## config.mk

```make
export PLATFORM = sky130hd
export DESIGN_NAME = axioma_pwm_capture_flat
export DESIGN_NICKNAME = d
export VERILOG_FILES = /design/src/rtl/axioma_constants.sv /design/src/rtl/axioma_pwm_capture_if.sv /design/src/rtl/axioma_prescaler.sv /design/src/rtl/axioma_pwm_capture.sv /design/src/flat_wrapper.sv
export SDC_FILE = /design/constraint.sdc
export NUM_CORES = 1
export LEC_CHECK = 0
export CELL_PAD_IN_SITES_DETAIL_PLACEMENT = 1
export CELL_PAD_IN_SITES_GLOBAL_PLACEMENT = 2
export CORE_ASPECT_RATIO = 1.1
export CORE_MARGIN = 8
export CORE_UTILIZATION = 35
export CTS_BUF_LIST = sky130_fd_sc_hd__clkbuf_4 sky130_fd_sc_hd__clkbuf_8
export DETAILED_ROUTE_END_ITERATION = 8
export PLACE_DENSITY_LB_ADDON = 0.3
export SLEW_MARGIN = 20
export SYNTH_ARGS = -nofsm -noshare
export SYNTH_HDL_FRONTEND = slang
export SYNTH_HIERARCHICAL = 1
export SYNTH_SLANG_ARGS = --single-unit
```

## constraint.sdc

```tcl
create_clock -name clk -period 2.39 [get_ports clk]
set_input_delay 0.3585 -clock clk [delete_from_list [all_inputs] [get_ports clk]]
set_output_delay 0.3585 -clock clk [all_outputs]
set_load 0.005 [all_outputs]
```

## src/rtl/axioma_constants.sv

```systemverilog
// Shared register map, control-bit positions and capture FSM encodings
// for the axioma timer/capture family.
package axioma_constants;

  localparam int ADDR_W = 6;

  localparam logic [ADDR_W-1:0] ADDR_CAPFLG = 6'h16;
  localparam logic [ADDR_W-1:0] ADDR_CAPMSK = 6'h2F;
  localparam logic [ADDR_W-1:0] ADDR_CAPCR  = 6'h30;
  localparam logic [ADDR_W-1:0] ADDR_CNTL   = 6'h31;
  localparam logic [ADDR_W-1:0] ADDR_CNTH   = 6'h32;
  localparam logic [ADDR_W-1:0] ADDR_ICRL   = 6'h33;
  localparam logic [ADDR_W-1:0] ADDR_ICRH   = 6'h34;
  localparam logic [ADDR_W-1:0] ADDR_PWHL   = 6'h35;
  localparam logic [ADDR_W-1:0] ADDR_PWHH   = 6'h36;

  localparam int CAPCR_EN    = 0;
  localparam int CAPCR_CS_LO = 1;
  localparam int CAPCR_CS_HI = 3;
  localparam int CAPCR_ICES  = 4;
  localparam int CAPCR_ICNC  = 5;
  localparam int CAPCR_MODE  = 6;

  localparam int FLG_TOV  = 0;
  localparam int FLG_ICF  = 1;
  localparam int FLG_MISS = 2;

  localparam int MSK_TOIE = 0;
  localparam int MSK_ICIE = 1;

  typedef enum logic [1:0] {
    ST_WAIT_FIRST = 2'd0,
    ST_HIGH       = 2'd1,
    ST_LOW        = 2'd2
  } cap_state_t;

endpackage

```

## src/rtl/axioma_pwm_capture_if.sv

```systemverilog
// Byte-wide CPU I/O port used by the capture unit.
interface axioma_pwm_capture_if;
  import axioma_constants::*;

  logic [ADDR_W-1:0] io_addr;
  logic [7:0]        io_data_in;
  logic [7:0]        io_data_out;
  logic              io_read;
  logic              io_write;

  modport master (output io_addr, io_data_in, io_read, io_write, input io_data_out);
  modport slave  (input io_addr, io_data_in, io_read, io_write, output io_data_out);
endinterface

```

## src/rtl/axioma_prescaler.sv

```systemverilog
// Common clock-select prescaler: CS 001=clk, 010=/8, 011=/64, 100=/256,
// 101=/1024, anything else stops the tick.
module axioma_prescaler (
  input  logic       clk,
  input  logic       reset_n,
  input  logic [2:0] cs,
  output logic       tick
);

  logic [9:0] div_q;

  always_ff @(posedge clk or negedge reset_n) begin
    if (!reset_n) div_q <= '0;
    else          div_q <= div_q + 10'd1;
  end

  always_comb begin
    tick = 1'b0;
    case (cs)
      3'b001:  tick = 1'b1;
      3'b010:  tick = (div_q[2:0] == 3'd0);
      3'b011:  tick = (div_q[5:0] == 6'd0);
      3'b100:  tick = (div_q[7:0] == 8'd0);
      3'b101:  tick = (div_q == 10'd0);
      default: tick = 1'b0;
    endcase
  end

endmodule

```

## src/rtl/axioma_pwm_capture.sv

```systemverilog
// Input-capture unit: 16-bit timebase, filtered capture pin, timestamp or
// pulse-width/period measurement, byte-wide register file with shared TEMP.
module axioma_pwm_capture
  import axioma_constants::*;
#(
  parameter int ICNC_DEPTH = 4
) (
  input  logic                 clk,
  input  logic                 reset_n,
  axioma_pwm_capture_if.slave  bus,
  input  logic                 icp_pin,
  output logic                 capture_irq,
  output logic                 overflow_irq,
  output logic [15:0]          debug_cnt,
  output logic [1:0]           debug_state
);

  localparam int EQ_W = (ICNC_DEPTH > 1) ? $clog2(ICNC_DEPTH) : 1;
  localparam logic [EQ_W-1:0] EQ_LAST = EQ_W'(ICNC_DEPTH - 1);

  // Differences wrap modulo 2^16, valid across at most one counter wrap.
  function automatic logic [15:0] stamp_diff(input logic [15:0] now, input logic [15:0] then_v);
    return now - then_v;
  endfunction

  logic [ADDR_W-1:0] addr;
  logic [7:0]  wdata, rdata, temp_q;
  logic [6:0]  capcr_q;
  logic [1:0]  capmsk_q;
  logic [2:0]  capflg_q, flg_set, flg_clr;
  logic [15:0] cnt_q, icr_q, pwh_q, rise_q;
  logic        en, ices, icnc, mode, tick, cnt_tick, tov_set;
  logic        wr_capcr, wr_capmsk, wr_capflg, wr_cntl, wr_cnth;
  logic        rd_cntl, rd_icrl, rd_pwhl;
  logic        sync_p0, sync_p1, filt_q, level_p1, level_p2, rise, fall;
  logic [EQ_W-1:0] eq_cnt_q;
  logic        cap_ts, stamp_ld, pwh_ld, per_ld, icr_ld;
  cap_state_t  state_q, state_d;

  assign addr  = bus.io_addr;
  assign wdata = bus.io_data_in;
  assign en    = capcr_q[CAPCR_EN];
  assign ices  = capcr_q[CAPCR_ICES];
  assign icnc  = capcr_q[CAPCR_ICNC];
  assign mode  = capcr_q[CAPCR_MODE];

  assign wr_capcr  = bus.io_write && (addr == ADDR_CAPCR);
  assign wr_capmsk = bus.io_write && (addr == ADDR_CAPMSK);
  assign wr_capflg = bus.io_write && (addr == ADDR_CAPFLG);
  assign wr_cntl   = bus.io_write && (addr == ADDR_CNTL);
  assign wr_cnth   = bus.io_write && (addr == ADDR_CNTH);
  assign rd_cntl   = bus.io_read  && (addr == ADDR_CNTL);
  assign rd_icrl   = bus.io_read  && (addr == ADDR_ICRL);
  assign rd_pwhl   = bus.io_read  && (addr == ADDR_PWHL);

  axioma_prescaler u_prescaler (
    .clk     (clk),
    .reset_n (reset_n),
    .cs      (capcr_q[CAPCR_CS_HI:CAPCR_CS_LO]),
    .tick    (tick)
  );

  always_ff @(posedge clk or negedge reset_n) begin
    if (!reset_n) begin
      capcr_q  <= '0;
      capmsk_q <= '0;
      temp_q   <= '0;
    end else begin
      if (wr_capcr)  capcr_q  <= wdata[6:0];
      if (wr_capmsk) capmsk_q <= wdata[1:0];
      if (rd_cntl)      temp_q <= cnt_q[15:8];
      else if (rd_icrl) temp_q <= icr_q[15:8];
      else if (rd_pwhl) temp_q <= pwh_q[15:8];
      else if (wr_cnth) temp_q <= wdata;
    end
  end

  // p0/p1: two-flop synchronizer; filter counts consecutive samples that disagree with filt_q.
  always_ff @(posedge clk or negedge reset_n) begin
    if (!reset_n) begin
      sync_p0  <= 1'b0;
      sync_p1  <= 1'b0;
      filt_q   <= 1'b0;
      eq_cnt_q <= '0;
      level_p2 <= 1'b0;
    end else begin
      sync_p0  <= icp_pin;
      sync_p1  <= sync_p0;
      level_p2 <= level_p1;
      if (sync_p1 == filt_q) begin
        eq_cnt_q <= '0;
      end else if (eq_cnt_q == EQ_LAST) begin
        filt_q   <= sync_p1;
        eq_cnt_q <= '0;
      end else begin
        eq_cnt_q <= eq_cnt_q + EQ_W'(1);
      end
    end
  end

  // p1 -> p2: edge detect against the previous filtered level.
  assign level_p1 = icnc ? filt_q : sync_p1;
  assign rise     = level_p1 & ~level_p2;
  assign fall     = ~level_p1 & level_p2;
  assign cap_ts   = en & ~mode & (ices ? rise : fall);

  always_ff @(posedge clk or negedge reset_n) begin
    if (!reset_n) state_q <= ST_WAIT_FIRST;
    else          state_q <= state_d;
  end

  always_comb begin
    state_d  = state_q;
    stamp_ld = 1'b0;
    pwh_ld   = 1'b0;
    per_ld   = 1'b0;
    if (!en || !mode || wr_capcr) begin
      state_d = ST_WAIT_FIRST;
    end else begin
      case (state_q)
        ST_WAIT_FIRST: if (rise) begin state_d = ST_HIGH; stamp_ld = 1'b1; end
        ST_HIGH:       if (fall) begin state_d = ST_LOW;  pwh_ld   = 1'b1; end
        ST_LOW:        if (rise) begin state_d = ST_HIGH; stamp_ld = 1'b1; per_ld = 1'b1; end
        default:       state_d = ST_WAIT_FIRST;
      endcase
    end
  end

  assign icr_ld   = cap_ts | per_ld;
  assign cnt_tick = en & tick;
  assign tov_set  = cnt_tick & (cnt_q == 16'hFFFF) & ~wr_cntl;
  assign flg_set  = {icr_ld & capflg_q[FLG_ICF], icr_ld, tov_set};
  assign flg_clr  = wr_capflg ? wdata[2:0] : 3'b000;

  always_ff @(posedge clk or negedge reset_n) begin
    if (!reset_n) begin
      cnt_q    <= '0;
      icr_q    <= '0;
      pwh_q    <= '0;
      rise_q   <= '0;
      capflg_q <= '0;
    end else begin
      if (wr_cntl)       cnt_q <= {temp_q, wdata};
      else if (cnt_tick) cnt_q <= cnt_q + 16'd1;
      if (icr_ld)   icr_q  <= per_ld ? stamp_diff(cnt_q, rise_q) : cnt_q;
      if (pwh_ld)   pwh_q  <= stamp_diff(cnt_q, rise_q);
      if (stamp_ld) rise_q <= cnt_q;
      capflg_q <= (capflg_q & ~flg_clr) | flg_set;
    end
  end

  always_comb begin
    rdata = 8'h00;
    if (bus.io_read) begin
      case (addr)
        ADDR_CAPCR:  rdata = {1'b0, capcr_q};
        ADDR_CNTL:   rdata = cnt_q[7:0];
        ADDR_CNTH:   rdata = temp_q;
        ADDR_ICRL:   rdata = icr_q[7:0];
        ADDR_ICRH:   rdata = temp_q;
        ADDR_PWHL:   rdata = pwh_q[7:0];
        ADDR_PWHH:   rdata = temp_q;
        ADDR_CAPMSK: rdata = {6'b0, capmsk_q};
        ADDR_CAPFLG: rdata = {5'b0, capflg_q};
        default:     rdata = 8'h00;
      endcase
    end
  end

  assign bus.io_data_out = rdata;
  assign capture_irq     = capflg_q[FLG_ICF] & capmsk_q[MSK_ICIE];
  assign overflow_irq    = capflg_q[FLG_TOV] & capmsk_q[MSK_TOIE];
  assign debug_cnt       = cnt_q;
  assign debug_state     = state_q;

endmodule

```

## src/flat_wrapper.sv

```systemverilog
// flat-port wrapper written by rule: the top's interface ports become plain ports
module axioma_pwm_capture_flat import axioma_constants::*;
#(
  parameter int ICNC_DEPTH = 4
)
  (clk, reset_n, icp_pin, capture_irq, overflow_irq, debug_cnt, debug_state, bus_io_addr, bus_io_data_in, bus_io_read, bus_io_write, bus_io_data_out);
  axioma_pwm_capture_if bus_i ();
  input  logic clk;
  input  logic reset_n;
  input  logic icp_pin;
  output logic capture_irq;
  output logic overflow_irq;
  output logic [15:0] debug_cnt;
  output logic [1:0] debug_state;
  input wire logic [$bits(bus_i.io_addr)-1:0] bus_io_addr;
  input wire logic [$bits(bus_i.io_data_in)-1:0] bus_io_data_in;
  input wire logic [$bits(bus_i.io_read)-1:0] bus_io_read;
  input wire logic [$bits(bus_i.io_write)-1:0] bus_io_write;
  output wire logic [$bits(bus_i.io_data_out)-1:0] bus_io_data_out;
  assign bus_i.io_addr = bus_io_addr;
  assign bus_i.io_data_in = bus_io_data_in;
  assign bus_i.io_read = bus_io_read;
  assign bus_i.io_write = bus_io_write;
  assign bus_io_data_out = bus_i.io_data_out;
  axioma_pwm_capture #(.ICNC_DEPTH(ICNC_DEPTH)) u_core (.clk(clk), .reset_n(reset_n), .bus(bus_i), .icp_pin(icp_pin), .capture_irq(capture_irq), .overflow_irq(overflow_irq), .debug_cnt(debug_cnt), .debug_state(debug_state));
endmodule
```

# [Word level (Yosys, flattened, before mapping)]
# Cells that the tools add are included.
# W data, S select, Z words.
[word_totals] reg_bits=102 input_bits=19 output_inout_bits=28 wordCells=109
[classes] add_sub_neg=4 n_eq_ne=21 muxes=27 n_bitwise=19 n_reduce_logical=23
[op_table] cell="$pmux W8 S7" count=1
[op_table] cell="$eq A6 B6 Y1 const B" count=8
[op_table] cell="$mux W16" count=3
[op_table] cell="$mux W8" count=5
[op_table] cell="$add A16 B1 Y16 const B" count=1
[op_table] cell="$eq A16 B16 Y1 const B" count=1
[op_table] cell="$sub A16 B16 Y16" count=1
[op_table] cell="$add A10 B1 Y10 const B" count=1
[op_table] cell="$and A1 B1 Y1" count=10
[op_table] cell="$logic_not A10 Y1" count=1
[op_table] cell="$mux W1" count=10
[op_table] cell="$mux W2" count=5
[op_table] cell="$logic_and A1 B1 Y1" count=8
[op_table] cell="$logic_not A8 Y1" count=1
[op_table] cell="$eq A3 B2 Y1 const B" count=2
[op_table] cell="$eq A3 B3 Y1 const B" count=2
[op_table] cell="$eq A6 B5 Y1 const B" count=1
[op_table] cell="$logic_not A6 Y1" count=1
[op_table] cell="$ne A3 B1 Y1 const B" count=2
[op_table] cell="$not A1 Y1" count=5
[op_table] cell="$pmux W1 S5" count=1
[op_table] cell="$eq A2 B2 Y1 const B" count=2
[op_table] cell="$pmux W2 S2" count=1
[op_table] cell="$reduce_and A2 Y1" count=2
[op_table] cell="other kinds (17)" count=19

# [Depth between registers and ports, before layout]
# Gate-level depths: netlist of the first run.
[depth] depth_word=8 mapped_depth=10 mapped_depth_nobuf=10

# [Modules after synthesis]
# The synthesis of the first run kept the hierarchy.
[by_module_without_submodules] module="axioma_pwm_capture" n_inst=1 cells_each=562 area_each_um2=5268.8 seq_area_each_um2=2302.2
[by_module_without_submodules] module="axioma_prescaler" n_inst=1 cells_each=43 area_each_um2=485.5 seq_area_each_um2=250.2

# [Worst setup path after synthesis of the first run]
# No wires, ideal clock.
[synth_timing] kind="reg-to-reg" from="register u_core.cnt_q[12] (netlist: u_core/debug_cnt[12])" to="register u_core.icr_q[15]" setup_time_ns=0.124 arrival_ns=2.143 slack_ns=0.123 path_stages_with_launch=10 period_less_slack_ns=2.267 path_cell_list="dfrtp_1 -> ha_1 -> clkbuf_1 -> a21oi_1 -> o21ai_0 -> xnor2_1 -> inv_1 -> o22ai_1 -> and3_1 -> a211o_1"
[synth_via] elab_chain_cells=2
[synth_rtl] element="start: declaration" line_no="axioma_pwm_capture.sv:31" source="logic [15:0] cnt_q, icr_q, pwh_q, rise_q;"
[synth_rtl] element="start signal: assignment" line_no="axioma_pwm_capture.sv:143" source="if (wr_cntl) cnt_q <= {temp_q, wdata};"
[synth_rtl] element="start signal: assignment" line_no="axioma_pwm_capture.sv:144" source="else if (cnt_tick) cnt_q <= cnt_q + 16'd1;"
[synth_rtl] element="$sub A16 B16 Y16" line_no="axioma_pwm_capture.sv:23" source="return now - then_v;"
[synth_rtl] element="$mux W16" line_no="axioma_pwm_capture.sv:145" source="if (icr_ld) icr_q <= per_ld ? stamp_diff(cnt_q, rise_q) : cnt_q;"
[synth_rtl] element="end signal: assignment" line_no="axioma_pwm_capture.sv:145"
[synth_rtl] element="end: declaration" line_no="axioma_pwm_capture.sv:31"
# Every way passes these cells.
# A chain may end at the register's enable or synchronous reset.

# [Worst setup path after layout of the first run]
[layout_timing] from="register u_core.cnt_q[1] (netlist: u_core/debug_cnt[1])" to="register u_core.icr_q[15]"
# The elaborated chain is that of the path after synthesis.

==> results of run 1 <==
critical path, cell delays in order (launching register included):
cell and delay (ps):
dfrtp_1 410, buf_6 120, ha_1 270, nand2b_1 140, a21oi_4 90, o31ai_4 290
o31a_1 320, nor4_2 70, a221o_1 270, a211o_1 220
worst paths after layout:
path	from	end	slack, ps	cells past startpoint
min in group asynchronous	reset_n	u_core/u_prescaler/div_q[7]$_DFF_PN0_	430	2
max reg2reg	u_core/debug_cnt[1]$_DFFE_PN0P_	u_core/icr_q[15]$_DFFE_PN0P_	70	9
max	u_core/debug_cnt[1]$_DFFE_PN0P_	u_core/icr_q[15]$_DFFE_PN0P_	70	9
max in group asynchronous	reset_n	u_core/rise_q[13]$_DFFE_PN0P_	1180	3
min reg2reg	u_core/sync_p0$_DFF_PN0_	u_core/sync_p1$_DFF_PN0_	370	0
min	u_core/sync_p0$_DFF_PN0_	u_core/sync_p1$_DFF_PN0_	370	0
final cells by class:
class                      instances  area [µm²]
fill                            1858        8528
multi-input combinational        450        3278
sequential                       102        2552
timing repair buffer             147        1309
tap                              204       255.2
clock buffer                      11       138.9
inverter                          30       112.6
clock inverter                     4       72.57
placed cells by master, fill, tap and decap left out, types with 15 or more instances in the layout:
master           count
nor2_1              44
xnor2_1             18
buf_4               87
clkdlybuf4s50_1     31
ha_1                16
o21ai_0             38
nand2_1             60
mux2_2              25
dfrtp_1            102
xor2_1              17
nand3_1             15
a21oi_1             34
inv_1               27
logic make-up (layout without fill, tap and decap cells):
group | Yosys count | count (layout)
buf+inv | 53 | 192
mux | 35 | 35
fa+ha+maj | 20 | 20
simple gates | 194 | 194
xor+xnor | 36 | 36
flops | 102 | 102
compound gates | 165 | 165
timing repair:
action                                  CTS  global route
hold buffers                              1             0
endpoints found under the setup margin   28            29
pin swaps                                18            34
cloned                                    0             0
gates resized for setup                  59            49
buffers inserted                         10             4
endpoints found under the hold margin    26             0
routing by layer:
layer / track usage [%] / part of all wire, % / vias up
met5: 0 / 0 / -
met2: 31.39 / 48 / 108
met4: 8.592 / 3.1 / 0
met3: 3.470 / 4.1 / 30
li1: - / - / 2435
met1: 23.93 / 44 / 2611
per-stage QoR:
| step | util (%) | setup TNS, ps |
|---|---|---|
| 2_1_floorplan | - | 0 |
| 3_3_place_gp | 43.77 | -10560 |
| 3_5_place_dp | 43.77 | -13660 |
| 4_1_cts | 46.54 | 0 |
| 5_1_grt | 47.51 | -485.3 |
| 6_report | 47.51 | 0 |
state kept, by name (all words and copies together), names as in the netlist, 3 cells and up:
name	cells
u_core/capcr_q	7
u_core/capflg_q	3
u_core/debug_cnt	16
u_core/icr_q	16
u_core/pwh_q	16
u_core/rise_q	16
u_core/temp_q	8
u_core/u_prescaler/div_q	10
cell usage after synthesis, drive strengths merged (6+ instances only):
cell type,instances
a211oi,7
and2,8
a22oi,14
mux2,25
a222oi,6
nand2,63
clkbuf,20
nand2b,6
nor2,47
o21ai,54
a31oi,10
inv,30
a21oi,40
xor2,17
xnor2,18
and3,13
nor3,10
nand3,17
mux2i,10
dfrtp,102
ha,19
power groups by stage:
stage	Clock [mW]	Combinational, mW	Sequential, mW
after CTS	1.27	3.57	2.44
after detailed placement	0	3.33	2.47
final	1.22	3.80	2.45
after global routing	1.32	4.19	2.51
after floorplan	0	1.80	2.49
after global placement	0	3.23	2.45
==> impl_results.md, run 1 <==
* Placed cells at 919
* Congestion Overflow GR at 0
* Core area at roughly 0.016 mm²
* Vias per cell at approximately 5.5
* Post-route cell area at roughly 0.0077 mm²
* Mapped Cells at around 610
* Main combinational cell family by area after synthesis: compound AO/OA/AOI/OAI gates
* Status: completed
* Per-cell routed wire length at between 20 and 25 µm
* Clk slew on worst S/H paths at approximately 100 ps
* Root Buffer Master: clkbuf_8
* Die Ht at between 150 and 200 µm
* Final wirelength at between 15000 and 20000 µm
* Simple-gate area share of the yosys netlist at 17.05%
* Area growth syn-to-layout at 34.14%
* Final worst slack at 65.57 ps
* Vias post-DR at 5184
* Max-slew violations at 0
* GR Util All Layers at between 10% and 20%
* Sw power at approximately 3 mW
* Yosys top cell by area: dfrtp_1
* Placed instance area at between 0.007 and 0.008 mm²
* Number of flops mapped to enable cells by yosys at 0
* Initial antenna violation count at 0
* Primary FF master, synth: dfrtp_1
* Row cnt at just under 50
* Synth top area cells: dfrtp_1 (44%), mux2_2 (4.9%), o21ai_0 (4.7%)
* Clk pwr share at between 15 and 20%
* Tot Pwr at around 7.5 mW
* Layout cells sized above 1 at approximately 27%
* Slew headroom at 69.30%
* WS Path Type: reg -> reg
* Power Density at slightly below 1000 mW/mm²
* # nets final at 779
* Adder-cell area share of the yosys netlist at under 10%
* Post-synthesis mux area share at 6.632%
* WHS at around 370 ps
* Gate power share at 50.9%
* Sequential share of power at 32.8%
* FF+latch count, synth at slightly above 100
* Clk_lat worst skew at between 300 and 400 ps
* Routability-driven placement congestion ratio at between 0.8 and 0.9
* Post-place setup slack at -602.7 ps
* Clk buf depth at 2
* DRC viols at 0
* Synth cell types at a little over 60
* Hpwl dp at between 10000 and 15000 µm
* CTS buffer count at 9
* I/O pin count at 47
* Maxcap violations at 0
* Iteration-0 DRC Markers at around 270
* Global-route wire length before repair at around 31000 µm
* Ys async rst share at between 90% and 100%
* Number of global-route vias before repair at 5565
* XOR/XNOR share of the synthesized area at 5.740%
* Clock Skew at approximately 14 ps
* Static leakage at roughly 3.4 nW
* Critical Path RT at between 2000 and 3000 ps
* Die W at approximately 140 µm
* Top cell type's share of synthesized area at between 40% and 50%
* Switch share at approximately two fifths
* Hold Fails Final Rpt at 0
* Tmin final at between 2000 and 2500 ps
* Starting Density at between 30% and 40%
* Port bufs at 46
* Critical Path End Type: flip-flop
* Crit-path max FO at 3
* Die area at around 0.021 mm²
* Compound-Gate Fraction of Synth Area at a little under a fifth
* Slew @ Worst Pin at roughly 460 ps
* Drt pass-1 iters at 5
* Hold WC Path Type: reg -> reg
* Routed Antenna Nets at 0
* CTS Sinks at 102
* Antenna diodes at 0
* Final setup fails at 0
* Post-synthesis sequential area ratio at between 40% and 50%
* Fmax at between 400 and 500 MHz
* Warnings, synthesis at 6
* P_int at between 4 and 5 mW
* RSZ-0062 raised after global routing: yes
* Maximum vdd ir drop at around 0.00046 V
* Syn nets at 644
* Cell area after synthesis at roughly 0.0058 mm²
* Final Cycle Share at a little over nine tenths
* TritonCTS clock tree: done
* Mean Syn Cell Area at roughly 9.5 µm²
* H-tree depth at 3
* Fin cells at 948
* Crit path arrival time at between 2000 and 3000 ps
* Worst Setup Start Kind: flip-flop
* Pin count of the biggest net entering global routing at 49
Power figures use the tool's default switching activity.
==> run 2, diff against run 1 <==
Settings changed: ABC_AREA from default to 0.
==> results of run 2 <==
No change in the layout: final DEF, timing and power equal those of run 1.
